File: config.mk
export PLATFORM = sky130hd
export DESIGN_NAME = trees_feeder
export DESIGN_NICKNAME = d
export VERILOG_FILES = /design/src/rtl/trees_pkg.sv /design/src/rtl/trees_load_cnt.sv /design/src/rtl/trees_feeder.sv
export SDC_FILE = /design/constraint.sdc
export NUM_CORES = 1
export LEC_CHECK = 0
export BUFFER_PORTS_ARGS = -buffer_cell sky130_fd_sc_hd__buf_4
export CORE_AREA = 4 4 127 129
export DETAILED_ROUTE_END_ITERATION = 8
export DIE_AREA = 0 0 131 133
export GPL_TIMING_DRIVEN = 0
export PLACE_DENSITY = 0.73
export SKIP_CTS_REPAIR_TIMING = 1
export SYNTH_ARGS = -nofsm -noshare
export SYNTH_HDL_FRONTEND = slang
export SYNTH_SLANG_ARGS = --single-unit
export TNS_END_PERCENT = 5
File: constraint.sdc
create_clock -name clk -period 1.6 [get_ports clk]
set_input_delay 0.4 -clock clk [delete_from_list [all_inputs] [get_ports clk]]
set_output_delay 0.4 -clock clk [all_outputs]
set_load 0.05 [all_outputs]
File: src/rtl/trees_pkg.sv
// Shared types for the forest-engine feeder: FSM states, command payload, error word.
package trees_pkg;

    localparam int unsigned TRF_NS_W = 16;
    localparam logic [31:0] TRF_ERR_WORD = 32'h8000_0000;

    typedef enum logic [2:0] {
        ST_IDLE    = 3'd0,
        ST_LD_TREE = 3'd1,
        ST_LD_FEAT = 3'd2,
        ST_START   = 3'd3,
        ST_WAIT    = 3'd4,
        ST_EMIT    = 3'd5
    } trf_st_t;

    typedef struct packed {
        logic                load_model;
        logic [TRF_NS_W-1:0] n_samples;
    } trf_cmd_t;

    // Index width that never collapses to zero bits for single-entry ranges.
    function automatic int unsigned clog2_min1(input int unsigned v);
        return (v > 1) ? $clog2(v) : 1;
    endfunction

endpackage

File: src/rtl/trees_load_cnt.sv
// Two-level address counter: low field counts to LO_MAX, then carries into the
// high field; o_last_c flags the enabled step that wraps both fields back to zero.
module trees_load_cnt #(
    parameter int unsigned LO_W   = 8,
    parameter int unsigned HI_W   = 4,
    parameter int unsigned LO_MAX = 255,
    parameter int unsigned HI_MAX = 15
) (
    input  logic            clk,
    input  logic            rst_n,
    input  logic            i_clr,
    input  logic            i_en,
    output logic [LO_W-1:0] o_lo,
    output logic [HI_W-1:0] o_hi,
    output logic            o_last_c
);

    logic [LO_W-1:0] r_lo;
    logic [HI_W-1:0] r_hi;
    logic            w_lo_end;
    logic            w_hi_end;

    assign w_lo_end = (r_lo == LO_W'(LO_MAX));
    assign w_hi_end = (r_hi == HI_W'(HI_MAX));
    assign o_last_c = i_en && w_lo_end && w_hi_end;
    assign o_lo     = r_lo;
    assign o_hi     = r_hi;

    always_ff @(posedge clk) begin
        if (!rst_n || i_clr) begin
            r_lo <= '0;
            r_hi <= '0;
        end else if (i_en) begin
            if (w_lo_end) begin
                r_lo <= '0;
                r_hi <= w_hi_end ? '0 : HI_W'(r_hi + HI_W'(1));
            end else begin
                r_lo <= LO_W'(r_lo + LO_W'(1));
            end
        end
    end

endmodule

File: src/rtl/trees_feeder.sv
// Host-side sequencer for the forest inference engine: loads model and features,
// pulses start, returns predictions. Define TRF_TIMEOUT_EN to add the done watchdog.
module trees_feeder
    import trees_pkg::*;
#(
    parameter int unsigned N_TREES          = 16,
    parameter int unsigned N_NODE_AND_LEAFS = 256,
    parameter int unsigned N_FEATURE        = 32,
    parameter int unsigned TIMEOUT_CYCLES   = 4096
) (
    input  logic                                clk,
    input  logic                                rst_n,
    input  logic                                cfg_valid,
    input  logic                                cfg_load_model,
    input  logic [15:0]                         cfg_n_samples,
    output logic                                busy,
    input  logic                                in_valid,
    output logic                                in_ready,
    input  logic [63:0]                         in_data,
    output logic                                out_valid,
    input  logic                                out_ready,
    output logic [31:0]                         out_data,
    output logic                                load_trees,
    output logic [$clog2(N_NODE_AND_LEAFS)-1:0] n_node,
    output logic [$clog2(N_TREES)-1:0]          n_tree,
    output logic [63:0]                         tree_nodes,
    output logic                                load_features,
    output logic [31:0]                         n_feature,
    output logic [63:0]                         features2,
    output logic                                start,
    input  logic [31:0]                         prediction,
    input  logic                                done,
    output logic                                err
);

    localparam int unsigned NODE_W = $clog2(N_NODE_AND_LEAFS);
    localparam int unsigned TREE_W = $clog2(N_TREES);
    localparam int unsigned PAIRS  = N_FEATURE / 2;
    localparam int unsigned PAIR_W = clog2_min1(PAIRS);

    trf_st_t             r_state;
    logic [TRF_NS_W-1:0] r_samples;
    logic [31:0]         r_out_data;
    trf_cmd_t            w_cmd;
    logic                w_cnt_clr;
    logic                w_tree_hs;
    logic                w_feat_hs;
    logic                w_tree_last_c;
    logic                w_feat_last_c;
    logic                w_feat_lsb;
    logic [PAIR_W-1:0]   w_feat_pair;

    assign w_cmd.load_model = cfg_load_model;
    assign w_cmd.n_samples  = cfg_n_samples;

    assign w_cnt_clr = (r_state == ST_IDLE);
    assign w_tree_hs = in_valid && (r_state == ST_LD_TREE);
    assign w_feat_hs = in_valid && (r_state == ST_LD_FEAT);

    trees_load_cnt #(
        .LO_W   (NODE_W),
        .HI_W   (TREE_W),
        .LO_MAX (N_NODE_AND_LEAFS - 1),
        .HI_MAX (N_TREES - 1)
    ) u_tree_cnt (
        .clk      (clk),
        .rst_n    (rst_n),
        .i_clr    (w_cnt_clr),
        .i_en     (w_tree_hs),
        .o_lo     (n_node),
        .o_hi     (n_tree),
        .o_last_c (w_tree_last_c)
    );

    // Low field pinned at zero so the carry counts pairs and {pair, lsb} is the even index.
    trees_load_cnt #(
        .LO_W   (1),
        .HI_W   (PAIR_W),
        .LO_MAX (0),
        .HI_MAX (PAIRS - 1)
    ) u_feat_cnt (
        .clk      (clk),
        .rst_n    (rst_n),
        .i_clr    (w_cnt_clr),
        .i_en     (w_feat_hs),
        .o_lo     (w_feat_lsb),
        .o_hi     (w_feat_pair),
        .o_last_c (w_feat_last_c)
    );

`ifdef TRF_TIMEOUT_EN
    localparam int unsigned TO_W = clog2_min1(TIMEOUT_CYCLES);
    logic [TO_W-1:0] r_wait_cnt;
    logic            r_err;
    assign err = r_err;
`else
    assign err = 1'b0;
    // Watchdog compiled out; the limit and error word are intentionally unused here.
    if ((TIMEOUT_CYCLES == 0) && (TRF_ERR_WORD == 32'd0)) begin : g_no_watchdog
    end
`endif

    // Sequencer: one command runs optional model load, then per-sample feed/start/wait/emit.
    always_ff @(posedge clk) begin
        if (!rst_n) begin
            r_state    <= ST_IDLE;
            r_samples  <= '0;
            r_out_data <= '0;
`ifdef TRF_TIMEOUT_EN
            r_wait_cnt <= '0;
            r_err      <= 1'b0;
`endif
        end else begin
            case (r_state)
                ST_IDLE: begin
                    if (cfg_valid) begin
                        r_samples <= w_cmd.n_samples;
                        if (w_cmd.load_model) begin
                            r_state <= ST_LD_TREE;
                        end else if (w_cmd.n_samples != '0) begin
                            r_state <= ST_LD_FEAT;
                        end
                    end
                end
                ST_LD_TREE: begin
                    if (w_tree_last_c) begin
                        r_state <= (r_samples != '0) ? ST_LD_FEAT : ST_IDLE;
                    end
                end
                ST_LD_FEAT: begin
                    if (w_feat_last_c) begin
                        r_state <= ST_START;
                    end
                end
                ST_START: begin
                    // done is not looked at here: it may still hold the previous result.
                    r_state <= ST_WAIT;
`ifdef TRF_TIMEOUT_EN
                    r_wait_cnt <= '0;
`endif
                end
                ST_WAIT: begin
                    if (done) begin
                        r_out_data <= prediction;
                        r_state    <= ST_EMIT;
                    end
`ifdef TRF_TIMEOUT_EN
                    else if (r_wait_cnt == TO_W'(TIMEOUT_CYCLES - 1)) begin
                        r_out_data <= TRF_ERR_WORD;
                        r_err      <= 1'b1;
                        r_state    <= ST_EMIT;
                    end else begin
                        r_wait_cnt <= TO_W'(r_wait_cnt + TO_W'(1));
                    end
`endif
                end
                ST_EMIT: begin
                    if (out_ready) begin
                        r_samples <= TRF_NS_W'(r_samples - TRF_NS_W'(1));
                        r_state   <= (r_samples == TRF_NS_W'(1)) ? ST_IDLE : ST_LD_FEAT;
                    end
                end
                default: r_state <= ST_IDLE;
            endcase
        end
    end

    assign busy          = (r_state != ST_IDLE);
    assign in_ready      = (r_state == ST_LD_TREE) || (r_state == ST_LD_FEAT);
    assign load_trees    = w_tree_hs;
    assign tree_nodes    = w_tree_hs ? in_data : '0;
    assign load_features = w_feat_hs;
    assign features2     = w_feat_hs ? in_data : '0;
    assign n_feature     = 32'({w_feat_pair, w_feat_lsb});
    assign start         = (r_state == ST_START);
    assign out_valid     = (r_state == ST_EMIT);
    assign out_data      = r_out_data;

endmodule

==> load_flow_metrics.sql, run 1 <==
INSERT INTO impl_metrics (metric_group, metric, value, unit) VALUES
('route', 'route.vias.total', '5530', ''),
('route', 'vias_per_cell', '4.85', ''),
('placed_design', 'dpl.hpwl', '16100', 'µm'),
('worst_setup_path', 'timing.critical_path.to_type', 'primary output', ''),
('clock_network', 'numClockSinks', '67', ''),
('floorplanning', 'rows', '45', ''),
('route', 'drt-wirelength-per-cell', '18.4', 'µm'),
('worst_setup_path', 'critical_path.startpoint_type', 'flip-flop', ''),
('status', 'violated_checks', 'setup timing', ''),
('layout', 'postLayoutCoreUtil', '57.6', '%'),
('logic_synthesis', 'ys.warnings.count', '0', ''),
('timing', 'max_clock_freq', '0.465', 'GHz'),
('worst_setup_path', 'arrival', '1750', 'ps'),
('layout', 'stdcell_area', '8660', 'µm²'),
('power', 'p_per_area', '1040', 'nW/µm²'),
('logic_synthesis', 'post_synth_xor_xnor_area', '1.83', '%'),
('floorplanning', 'die_w', '131', 'µm'),
('layout', 'final_nets', '1071', ''),
('timing', 'final.setup_skew', '5.47', 'ps'),
('worst_setup_path', 'worstPathRequired', '1200', 'ps'),
('flow_run', 'drv_cap', '0', ''),
('logic_synthesis', 'postSynth.asyncResetShare', '0', '%'),
('logic_synthesis', 'commonest_register_cell_after_synthesis', 'dfxtp_1', ''),
('clock_network', 'cts_tree', 'built', ''),
('floorplanning', 'design.die.area', '17400', 'µm²'),
('global_route', 'grt_start_max_net_pins', '12', ''),
('worst_setup_path', 'critical_path.max_fanout', '10', ''),
('global_route', 'first_global_vias', '5091', ''),
('timing', 'finalHoldViolations', '0', ''),
('worst_setup_path', 'cp_slowest_stage_delay', '370', 'ps'),
('layout', 'number_of_non_filler_instances_in_the_completed_layout', '1140', ''),
('clock_network', 'path_clk_slew', '60', 'ps'),
('logic_synthesis', 'main_combinational_cell_family_by_area_after_synthesis', 'simple AND/OR/NAND/NOR gates', ''),
('placed_design', 'globalplace.congestion', '0.884', ''),
('power', 'total_power', '9.05', 'mW'),
('worst_setup_path', 'crit_type', 'reg -> out', ''),
('hold_path', 'hold_path_class', 'in -> reg', ''),
('timing', 'report.final.slew_viol_count', '0', ''),
('layout', 'final_layout_size_suffix_gt1_share', '56.3', '%'),
('global_route', 'grtUsageTotal', '21.3', '%'),
('layout', 'area_delta_synth_final', '101', '%'),
('clock_network', 'clock_insertion_delay_worst_skew', '330', 'ps'),
('timing', 'setup-violations-final', '184', ''),
('logic_synthesis', 'synth_sequential_area_ratio', '31.2', '%'),
('worst_setup_path', 'slowest_library_cell_on_the_worst_path', 'dfxtp_4', ''),
('placed_design', 'placed_area', '7070', 'µm²'),
('floorplanning', 'die_height', '133', 'µm'),
('placed_design', 'place.port_buffers', '300', ''),
('route', 'route.final.wire_length', '21000', 'µm'),
('layout', 'diode_count', '0', ''),
('logic_synthesis', 'ys_types', '54', ''),
('placed_design', 'place.detailed.instances', '1109', ''),
('logic_synthesis', 'synthesis.area_per_instance', '7.25', 'µm²'),
('worst_setup_path', 'worstPathCellList', 'buf_8 -> and4bb_4 -> buf_12 -> buf_8 -> and2_2 -> buf_8', ''),
('logic_synthesis', 'synth_compound_gate_area_share', '14.8', '%'),
('global_route', 'grt_first_pass_wirelength', '28500', 'µm'),
('timing', 'finalWorstSetupSlack', '-551', 'ps'),
('route', 'drt_iter0_drc', '214', ''),
('route', 'antenna_violating_nets_left', '0', ''),
('timing', 'totalNegativeSetupSlack', '-66450', 'ps'),
('logic_synthesis', 'netlist_instances', '593', ''),
('timing', 'worst_slew_pin_slew', '591', 'ps'),
('floorplanning', 'core_region_area', '15000', 'µm²'),
('power', 'irDropWorstVdd', '0.579', 'mV'),
('worst_setup_path', 'timing.critical_path.mode_cell', 'buf_8', ''),
('status', 'run_status', 'finished, violations left', ''),
('logic_synthesis', 'synth.ff_latch_count', '67', ''),
('logic_synthesis', 'synth_simple_gate_area_share', '39.4', '%'),
('power', 'static-leakage-power', '4.11', 'nW'),
('clock_network', 'clk_root_buffer_cell', 'clkbuf_16', ''),
('timing', 'rsz_0062_raised_after_global_routing', 'yes', '');
## logic make-up after synthesis
kind of cell               count (synthesis)
adders and majority gates                  5
DFF                                       67
AOI/OAI and AO/OA                        104
buffers and inverters                     86
and+or+nand+nor                          317
xor gates and xnor gates                   9
muxes                                      4
other                                      1
## state kept, by name, indices dropped and copies added, names as in the netlist
register,count
r_state,3
out_data,32
u_feat_cnt.o_hi,4
r_samples,16
u_tree_cnt.o_hi,4
u_tree_cnt.o_lo,8
## cell type report
type	instances	area, µm²	area share (%)
clock inverters	4	97.6	1.13
flip-flops and latches	67	1360	15.7
clock buffers	12	246	2.85
inverters	10	37.5	0.433
multi-input cells	468	2910	33.6
plain buffers	75	604	6.98
repair buffers	316	3170	36.6
well taps	188	235	2.72
## placed cells by master, fill, tap and decap left out, drive strengths merged, types with 12 or more instances in the layout
cell type / count
dfxtp: 67
buf: 367
nor2: 34
a21boi: 12
conb: 29
and2: 69
nand2: 93
o21ai: 17
and3: 69
a21oi: 43
clkbuf: 36
## critical path: cells and delay by family (launching register included)
family	cells	cell delay [ps]
buf+inv	4	560
simple gates	2	470
flops	1	370
## synthesized netlist by cell type, types with 9 or more instances
master	number	area share [%]
a21boi_0	12	2.1
a21oi_1	43	5.0
and2_1	68	9.9
and3_1	68	9.9
buf_4	29	5.1
clkbuf_1	39	3.4
dfxtp_1	67	31
inv_1	10	0.87
nand2_1	93	8.1
nand3_1	9	1.0
nor2_1	34	3.0
o21ai_0	17	2.0
## layer usage
layer | vias to the layer above | track usage (%) | routed length (µm)
li1 | 2685 | - | -
met1 | 2565 | 26.7 | 8250
met2 | 251 | 34.0 | 10100
met3 | 27 | 7.02 | 2050
met4 | 2 | 7.66 | 507
met5 | - | 0 | 23
## worst paths after layout
check                startpoint        endpoint  slack [ps]  cells after the start
hold reg to reg     out_data[8]     out_data[8]         450                      2
setup reg to reg   r_samples[0]   r_samples[11]        -250                      4
hold / removal    prediction[0]     out_data[0]         310                      3
setup / recovery     r_state[0]  tree_nodes[33]        -550                      6
## power by group
group | internal (mW) | switching [mW]
Combinational | 1.94 | 2.88
Sequential | 1.79 | 0.143
Clock | 1.57 | 0.723
(Power assumes the default switching activity.)
==> run 2, diff against run 1 <==
--- a/config.mk
+++ b/config.mk
@@ -6,11 +6,12 @@
 export NUM_CORES = 1
 export LEC_CHECK = 0
 export BUFFER_PORTS_ARGS = -buffer_cell sky130_fd_sc_hd__buf_4
+export CAP_MARGIN = 0
 export CORE_AREA = 4 4 127 129
 export DETAILED_ROUTE_END_ITERATION = 8
 export DIE_AREA = 0 0 131 133
 export GPL_TIMING_DRIVEN = 0
-export PLACE_DENSITY = 0.73
+export PLACE_DENSITY_LB_ADDON = 0.3
 export SKIP_CTS_REPAIR_TIMING = 1
 export SYNTH_ARGS = -nofsm -noshare
 export SYNTH_HDL_FRONTEND = slang
==> load_flow_metrics.sql, run 2 (synthesis gave the netlist of run 1 again) <==
INSERT INTO impl_metrics (metric_group, metric, value, unit) VALUES
('status', 'run_status', 'finished, violations left', ''),
('status', 'violated_checks', 'setup timing', ''),
('layout', 'largest_register_ff_count', '32', ''),
('layout', 'diode_count', '0', ''),
('route', 'drt-wirelength-per-cell', '18.4', 'µm'),
('power', 'part_of_the_total_power_dissipated_in_combinational_logic', '55.8', '%'),
('global_route', 'first_global_vias', '5142', ''),
('power', 'net_switching_fraction_of_the_power', '44.3', '%'),
('power', 'irDropWorstVdd', '0.573', 'mV'),
('placed_design', 'globalplace.congestion', '0.948', ''),
('timing', 'report.final.slew_viol_count', '0', ''),
('global_route', 'global_route.overflow_total', '0', ''),
('worst_setup_path', 'arrival', '1710', 'ps'),
('clock_network', 'cts_buffer_depth', '2', ''),
('route', 'route.vias.total', '5577', ''),
('worst_setup_path', 'worstPathRequired', '1200', 'ps'),
('timing', 'setup-violations-final', '185', ''),
('layout', 'final_layout_size_suffix_gt1_share', '55.6', '%'),
('worst_setup_path', 'critical_path.max_fanout', '8', ''),
('floorplanning', 'design.die.area', '17400', 'µm²'),
('route', 'route.final.wire_length', '20900', 'µm'),
('clock_network', 'clock_insertion_delay_worst_skew', '340', 'ps'),
('flow_run', 'drv_cap', '0', ''),
('global_route', 'grtUsageTotal', '21.4', '%'),
('power', 'cellInternalPower', '4.73', 'mW'),
('route', 'antenna_violating_nets_left', '0', ''),
('global_route', 'grt_first_pass_wirelength', '28700', 'µm'),
('timing', 'final.min_clock_period', '2110', 'ps'),
('route', 'drt_iter0_drc', '293', ''),
('worst_setup_path', 'r2r_cells', '4', ''),
('placed_design', 'place_ws', '-1110', 'ps'),
('layout', 'final_cell_mix', 'buf_4, buf_6, nand2_1', ''),
('power', 'static-leakage-power', '4.04', 'nW'),
('worst_setup_path', 'timing.critical_path.to_type', 'primary output', ''),
('power', 'p_per_area', '997', 'nW/µm²'),
('floorplanning', 'rows', '45', ''),
('layout', 'final_nets', '1070', ''),
('timing', 'final.setup_skew', '9.00', 'ps'),
('floorplanning', 'die_w', '131', 'µm'),
('power', 'pwr-share-seq', '22.9', '%'),
('layout', 'layout.filler_cells', '1376', ''),
('timing', 'worst_slew_margin_rel', '60.5', '%'),
('power', 'p_switching', '3.75', 'mW'),
('global_route', 'antenna_found_initial', '0', ''),
('placed_design', 'dpl.hpwl', '16400', 'µm'),
('clock_network', 'clk_root_buffer_cell', 'clkbuf_16', ''),
('clock_network', 'cts_tree', 'built', ''),
('hold_path', 'worstHoldPathCells', '3', ''),
('timing', 'timing.final.crit_share', '132', '%'),
('worst_setup_path', 'crit_type', 'reg -> out', ''),
('placed_design', 'place.port_buffers', '300', ''),
('floorplanning', 'io_pins', '330', ''),
('timing', 'finalHoldViolations', '0', ''),
('clock_network', 'cts-htree-levels', '3', ''),
('worst_setup_path', 'critical_path.startpoint_type', 'flip-flop', ''),
('layout', 'area_delta_synth_final', '97.8', '%'),
('timing', 'totalNegativeSetupSlack', '-63700', 'ps'),
('clock_network', 'cts-buffers-inserted', '9', ''),
('floorplanning', 'initial_core_utilization', '28.6', '%'),
('clock_network', 'path_clk_slew', '60', 'ps'),
('clock_network', 'numClockSinks', '67', ''),
('power', 'clkPwrFrac', '21.3', '%'),
('route', 'detail_route.first_pass.iterations', '6', ''),
('floorplanning', 'die_height', '133', 'µm'),
('timing', 'finalWorstSetupSlack', '-508', 'ps'),
('floorplanning', 'core_region_area', '15000', 'µm²'),
('timing', 'max_clock_freq', '0.474', 'GHz'),
('timing', 'worst_slew_pin_slew', '593', 'ps'),
('route', 'vias_per_cell', '4.90', ''),
('layout', 'commonest_non_fill_non_tap_cell_in_the_layout', 'buf_4', ''),
('route', 'number_of_drc_violations_after_detailed_routing', '0', ''),
('hold_path', 'hold_path_class', 'in -> reg', ''),
('timing', 'rsz_0062_raised_after_global_routing', 'yes', ''),
('global_route', 'grt_start_max_net_pins', '13', '');
[run 2: layout make-up]
class                      count  area (µm²)  area share (%)
timing repair buffer         315        3120            36.6
multi-input combinational    468        2910            34.2
sequential                    67        1360            15.9
buffer                        75         577            6.78
tap                          188         235            2.76
clock buffer                  10         229            2.69
clock inverter                 6        41.3           0.485
inverter                      10        37.5           0.441
[run 2: final timing paths]
kind | from | slack [ps] | to
setup / recovery | r_state[0] | -510 | tree_nodes[23]
hold / removal | prediction[3] | 310 | out_data[3]
setup reg to reg | r_samples[2] | -270 | r_samples[11]
hold reg to reg | out_data[10] | 450 | out_data[10]
[run 2: critical path, cell delays in order (launching register included)]
cell and delay (ps):
dfxtp_4 370, buf_6 120, and4bb_4 290, buf_12 150, buf_6 120, and2_2 160, buf_8 150
[run 2: power groups by stage]
stage	combinational, mW	sequential [mW]	clock, mW
after global placement	3.95	1.94	0
after global routing	5.01	1.96	1.91
final	4.73	1.94	1.81
after detailed placement	3.94	1.94	0
after CTS	3.95	1.91	1.84
after floorplan	2.64	1.98	0
[run 2: per-layer routing]
metal,share of wire (%),vias up,track usage (%)
li1,-,2692,-
met1,39,2590,26.6
met2,49,262,34.9
met3,10,33,7.35
met4,2.0,0,5.77
met5,0,-,0
[run 2: stage by stage]
| stage | power, mW | hold slack [ps] | std cells | util (%) | area, µm² |
|---|---|---|---|---|---|
| after floorplan | 4.62 | 449 | 621 | - | 4590 |
| after global placement | 5.89 | 443 | 1109 | 47.0 | 7070 |
| after detailed placement | 5.89 | 447 | 1109 | 47.0 | 7070 |
| after CTS | 7.70 | 303 | 1125 | 48.8 | 7340 |
| after global routing | 8.88 | 310 | 1139 | 56.6 | 8510 |
| final | 8.48 | 311 | 1139 | 56.6 | 8510 |
==> run 3, diff against run 2 <==
--- a/config.mk
+++ b/config.mk
@@ -5,11 +5,12 @@
 export SDC_FILE = /design/constraint.sdc
 export NUM_CORES = 1
 export LEC_CHECK = 0
+export ABC_AREA = 1
 export BUFFER_PORTS_ARGS = -buffer_cell sky130_fd_sc_hd__buf_4
 export CAP_MARGIN = 0
-export CORE_AREA = 4 4 127 129
+export CORE_AREA = 4 4 125 127
 export DETAILED_ROUTE_END_ITERATION = 8
-export DIE_AREA = 0 0 131 133
+export DIE_AREA = 0 0 129 131
 export GPL_TIMING_DRIVEN = 0
 export PLACE_DENSITY_LB_ADDON = 0.3
 export SKIP_CTS_REPAIR_TIMING = 1
==> load_flow_metrics.sql, run 3 <==
INSERT INTO impl_metrics (metric_group, metric, value, unit) VALUES
('timing', 'final.setup_skew', '11.9', 'ps'),
('power', 'p_per_area', '1230', 'nW/µm²'),
('route', 'drt_iter0_drc', '223', ''),
('timing', 'finalWorstSetupSlack', '-666', 'ps'),
('layout', 'postLayoutCoreUtil', '61.6', '%'),
('logic_synthesis', 'postSynth.asyncResetShare', '0', '%'),
('route', 'route.final.wire_length', '18800', 'µm'),
('floorplanning', 'design.die.area', '16900', 'µm²'),
('floorplanning', 'io_pins', '330', ''),
('logic_synthesis', 'commonest_register_cell_after_synthesis', 'dfxtp_1', ''),
('logic_synthesis', 'ys.warnings.count', '0', ''),
('worst_setup_path', 'critPathLaunch', 'r_state[0]', ''),
('route', 'antenna_violating_nets_left', '0', ''),
('status', 'violated_checks', 'setup timing', ''),
('logic_synthesis', 'most_numerous_cell_types_in_the_synthesized_netlist', 'nor2_1, nand2_1, inv_1', ''),
('clock_network', 'cts-buffers-inserted', '9', ''),
('placed_design', 'dpl.hpwl', '14400', 'µm'),
('floorplanning', 'initial_core_utilization', '31.6', '%'),
('global_route', 'grtUsageTotal', '18.9', '%'),
('layout', 'commonest_non_fill_non_tap_cell_in_the_layout', 'buf_4', ''),
('layout', 'final_layout_size_suffix_gt1_share', '48.3', '%'),
('logic_synthesis', 'largest_area_contributor_in_the_netlist', 'dfxtp_1', ''),
('hold_path', 'hold_path_class', 'in -> reg', ''),
('logic_synthesis', 'synthesis.area_per_instance', '6.18', 'µm²'),
('worst_setup_path', 'arrival', '1870', 'ps'),
('timing', 'worst_slew_margin_rel', '59.1', '%'),
('power', 'static-leakage-power', '4.24', 'nW'),
('placed_design', 'globalplace.congestion', '0.877', ''),
('clock_network', 'clock_insertion_delay_worst_skew', '330', 'ps'),
('logic_synthesis', 'synthTopCellsByArea', 'dfxtp_1, nor2_1, nand2_1, inv_1, a21oi_1', ''),
('layout', 'stdcell_area', '8890', 'µm²'),
('floorplanning', 'rows', '44', ''),
('worst_setup_path', 'worstPathRequired', '1200', 'ps'),
('global_route', 'grt_start_max_net_pins', '14', ''),
('logic_synthesis', 'netlist_instances', '738', ''),
('clock_network', 'cts-htree-levels', '3', ''),
('power', 'irDropWorstVdd', '0.662', 'mV'),
('global_route', 'grt_first_pass_wirelength', '25800', 'µm'),
('route', 'drt-wirelength-per-cell', '14.7', 'µm'),
('logic_synthesis', 'yosys.cell_count.top_type', 'nor2_1', ''),
('timing', 'report.final.slew_viol_count', '0', ''),
('worst_setup_path', 'worstSetupEndpoint', 'features2[56]', ''),
('global_route', 'antenna_found_initial', '0', ''),
('global_route', 'first_global_vias', '5044', ''),
('timing', 'worst_slew_pin_slew', '613', 'ps'),
('worst_setup_path', 'timing.critical_path.to_type', 'primary output', ''),
('timing', 'rsz_0062_raised_after_global_routing', 'yes', ''),
('layout', 'layout.filler_cells', '1277', ''),
('floorplanning', 'core_region_area', '14400', 'µm²'),
('clock_network', 'cts_tree', 'built', ''),
('logic_synthesis', 'count_of_flip_flops_with_a_built_in_enable_after_synthesis', '0', ''),
('floorplanning', 'die_w', '129', 'µm'),
('timing', 'final.min_clock_period', '2270', 'ps'),
('timing', 'setup-violations-final', '139', ''),
('flow_run', 'drv_cap', '0', ''),
('layout', 'diode_count', '0', ''),
('worst_setup_path', 'r2r-start', 'r_state[2]', ''),
('worst_setup_path', 'crit_type', 'reg -> out', ''),
('floorplanning', 'die_height', '131', 'µm'),
('placed_design', 'place.port_buffers', '298', ''),
('route', 'vias_per_cell', '4.47', ''),
('timing', 'finalHoldViolations', '0', ''),
('logic_synthesis', 'ys_types', '36', ''),
('timing', 'max_clock_freq', '0.441', 'GHz'),
('route', 'detail_route.first_pass.iterations', '4', ''),
('global_route', 'global_route.overflow_total', '0', ''),
('worst_setup_path', 'r2r-end', 'r_state[1]', ''),
('clock_network', 'path_clk_slew', '70', 'ps'),
('worst_setup_path', 'critical_path.max_fanout', '7', ''),
('layout', 'largest_register_ff_count', '32', ''),
('route', 'route.vias.total', '5700', ''),
('clock_network', 'cts_buffer_depth', '2', ''),
('logic_synthesis', 'post-synth-top-area-fraction', '29.4', '%'),
('logic_synthesis', 'synth_area', '4560', 'µm²'),
('worst_setup_path', 'timing.reg2reg.setup_slack', '-50', 'ps'),
('clock_network', 'numClockSinks', '67', ''),
('worst_setup_path', 'critical_path.startpoint_type', 'flip-flop', ''),
('logic_synthesis', 'synth.ff_latch_count', '67', ''),
('layout', 'final_nets', '1210', ''),
('worst_setup_path', 'r2r_cells', '12', ''),
('layout', 'final_cell_mix', 'buf_4, nand2_1, buf_6', ''),
('layout', 'area_delta_synth_final', '94.8', '%'),
('clock_network', 'clk_root_buffer_cell', 'clkbuf_16', ''),
('placed_design', 'placed_area', '7650', 'µm²'),
('route', 'number_of_drc_violations_after_detailed_routing', '0', ''),
('timing', 'timing.final.crit_share', '142', '%'),
('status', 'run_status', 'finished, violations left', ''),
('logic_synthesis', 'synth_sequential_area_ratio', '29.4', '%');
-- run 3: area by class of cell --
type	instances	area [µm²]	share of cell area (%)
Buffer	65	557	6.26
Clock buffer	10	229	2.58
Clock inverter	6	73.8	0.830
Inverter	112	438	4.93
Multi-Input combinational cell	522	3160	35.5
Sequential cell	67	1340	15.1
Tap cell	184	230	2.59
Timing Repair Buffer	309	2860	32.2
-- run 3: kinds of logic (layout without fill, tap and decap cells) --
group	count (synthesis)	in the layout	share of synthesized area [%]
flip-flops	67	67	29.4
AND/OR/NAND/NOR	390	390	38.8
adder cells (fa/ha/maj)	5	5	1.37
XOR/XNOR	4	4	0.768
other	1	29	0.0822
buffers and inverters	177	502	18.6
AO/OA/AOI/OAI	94	94	11.0
-- run 3: layer usage --
layer  global-route usage, %  vias up  share of wire [%]
met4                    4.20        0                1.4
met2                    32.3      206                 53
met3                    4.88       20                7.0
met5                       0        -                  0
li1                        -     2913                  -
met1                    24.0     2561                 38
-- run 3: critical path, cell delays in order, from the launching register on --
cell and delay (ps):
dfxtp_1 310, buf_6 130, nor3_4 220, inv_2 100
nor2_8 140, inv_6 70, buf_12 140, clkbuf_16 170
nor2_4 90, buf_6 160
-- run 3: worst min-delay path by stage --
| stage | startpoint | end | cells past startpoint |
|---|---|---|---|
| after floorplan | r_samples[14] | r_samples[14] | 2 |
| after global placement | out_data[16] | out_data[16] | 2 |
| after detailed placement | out_data[3] | out_data[3] | 2 |
| after CTS | prediction[29] | out_data[29] | 3 |
| after global routing | prediction[27] | out_data[27] | 3 |
| final | prediction[29] | out_data[29] | 3 |
-- run 3: power breakdown --
group	switching, mW	internal (mW)
Sequential	0.213	1.94
Clock	0.792	1.23
Combinational	4.45	2.33
-- run 3: per-stage QoR --
step / std cells / setup TNS, ps / total power, mW / setup WS [ps] / hold slack (ps)
3_3_place_gp: 1248 / -49680 / 8.09 / -506 / 449
4_1_cts: 1264 / -96770 / 10.2 / -864 / 338
6_report: 1275 / -69880 / 10.9 / -666 / 344
5_1_grt: 1275 / -81850 / 11.6 / -759 / 347
3_5_place_dp: 1248 / -50250 / 8.11 / -513 / 453
2_1_floorplan: 766 / -49920 / 6.53 / -425 / 450
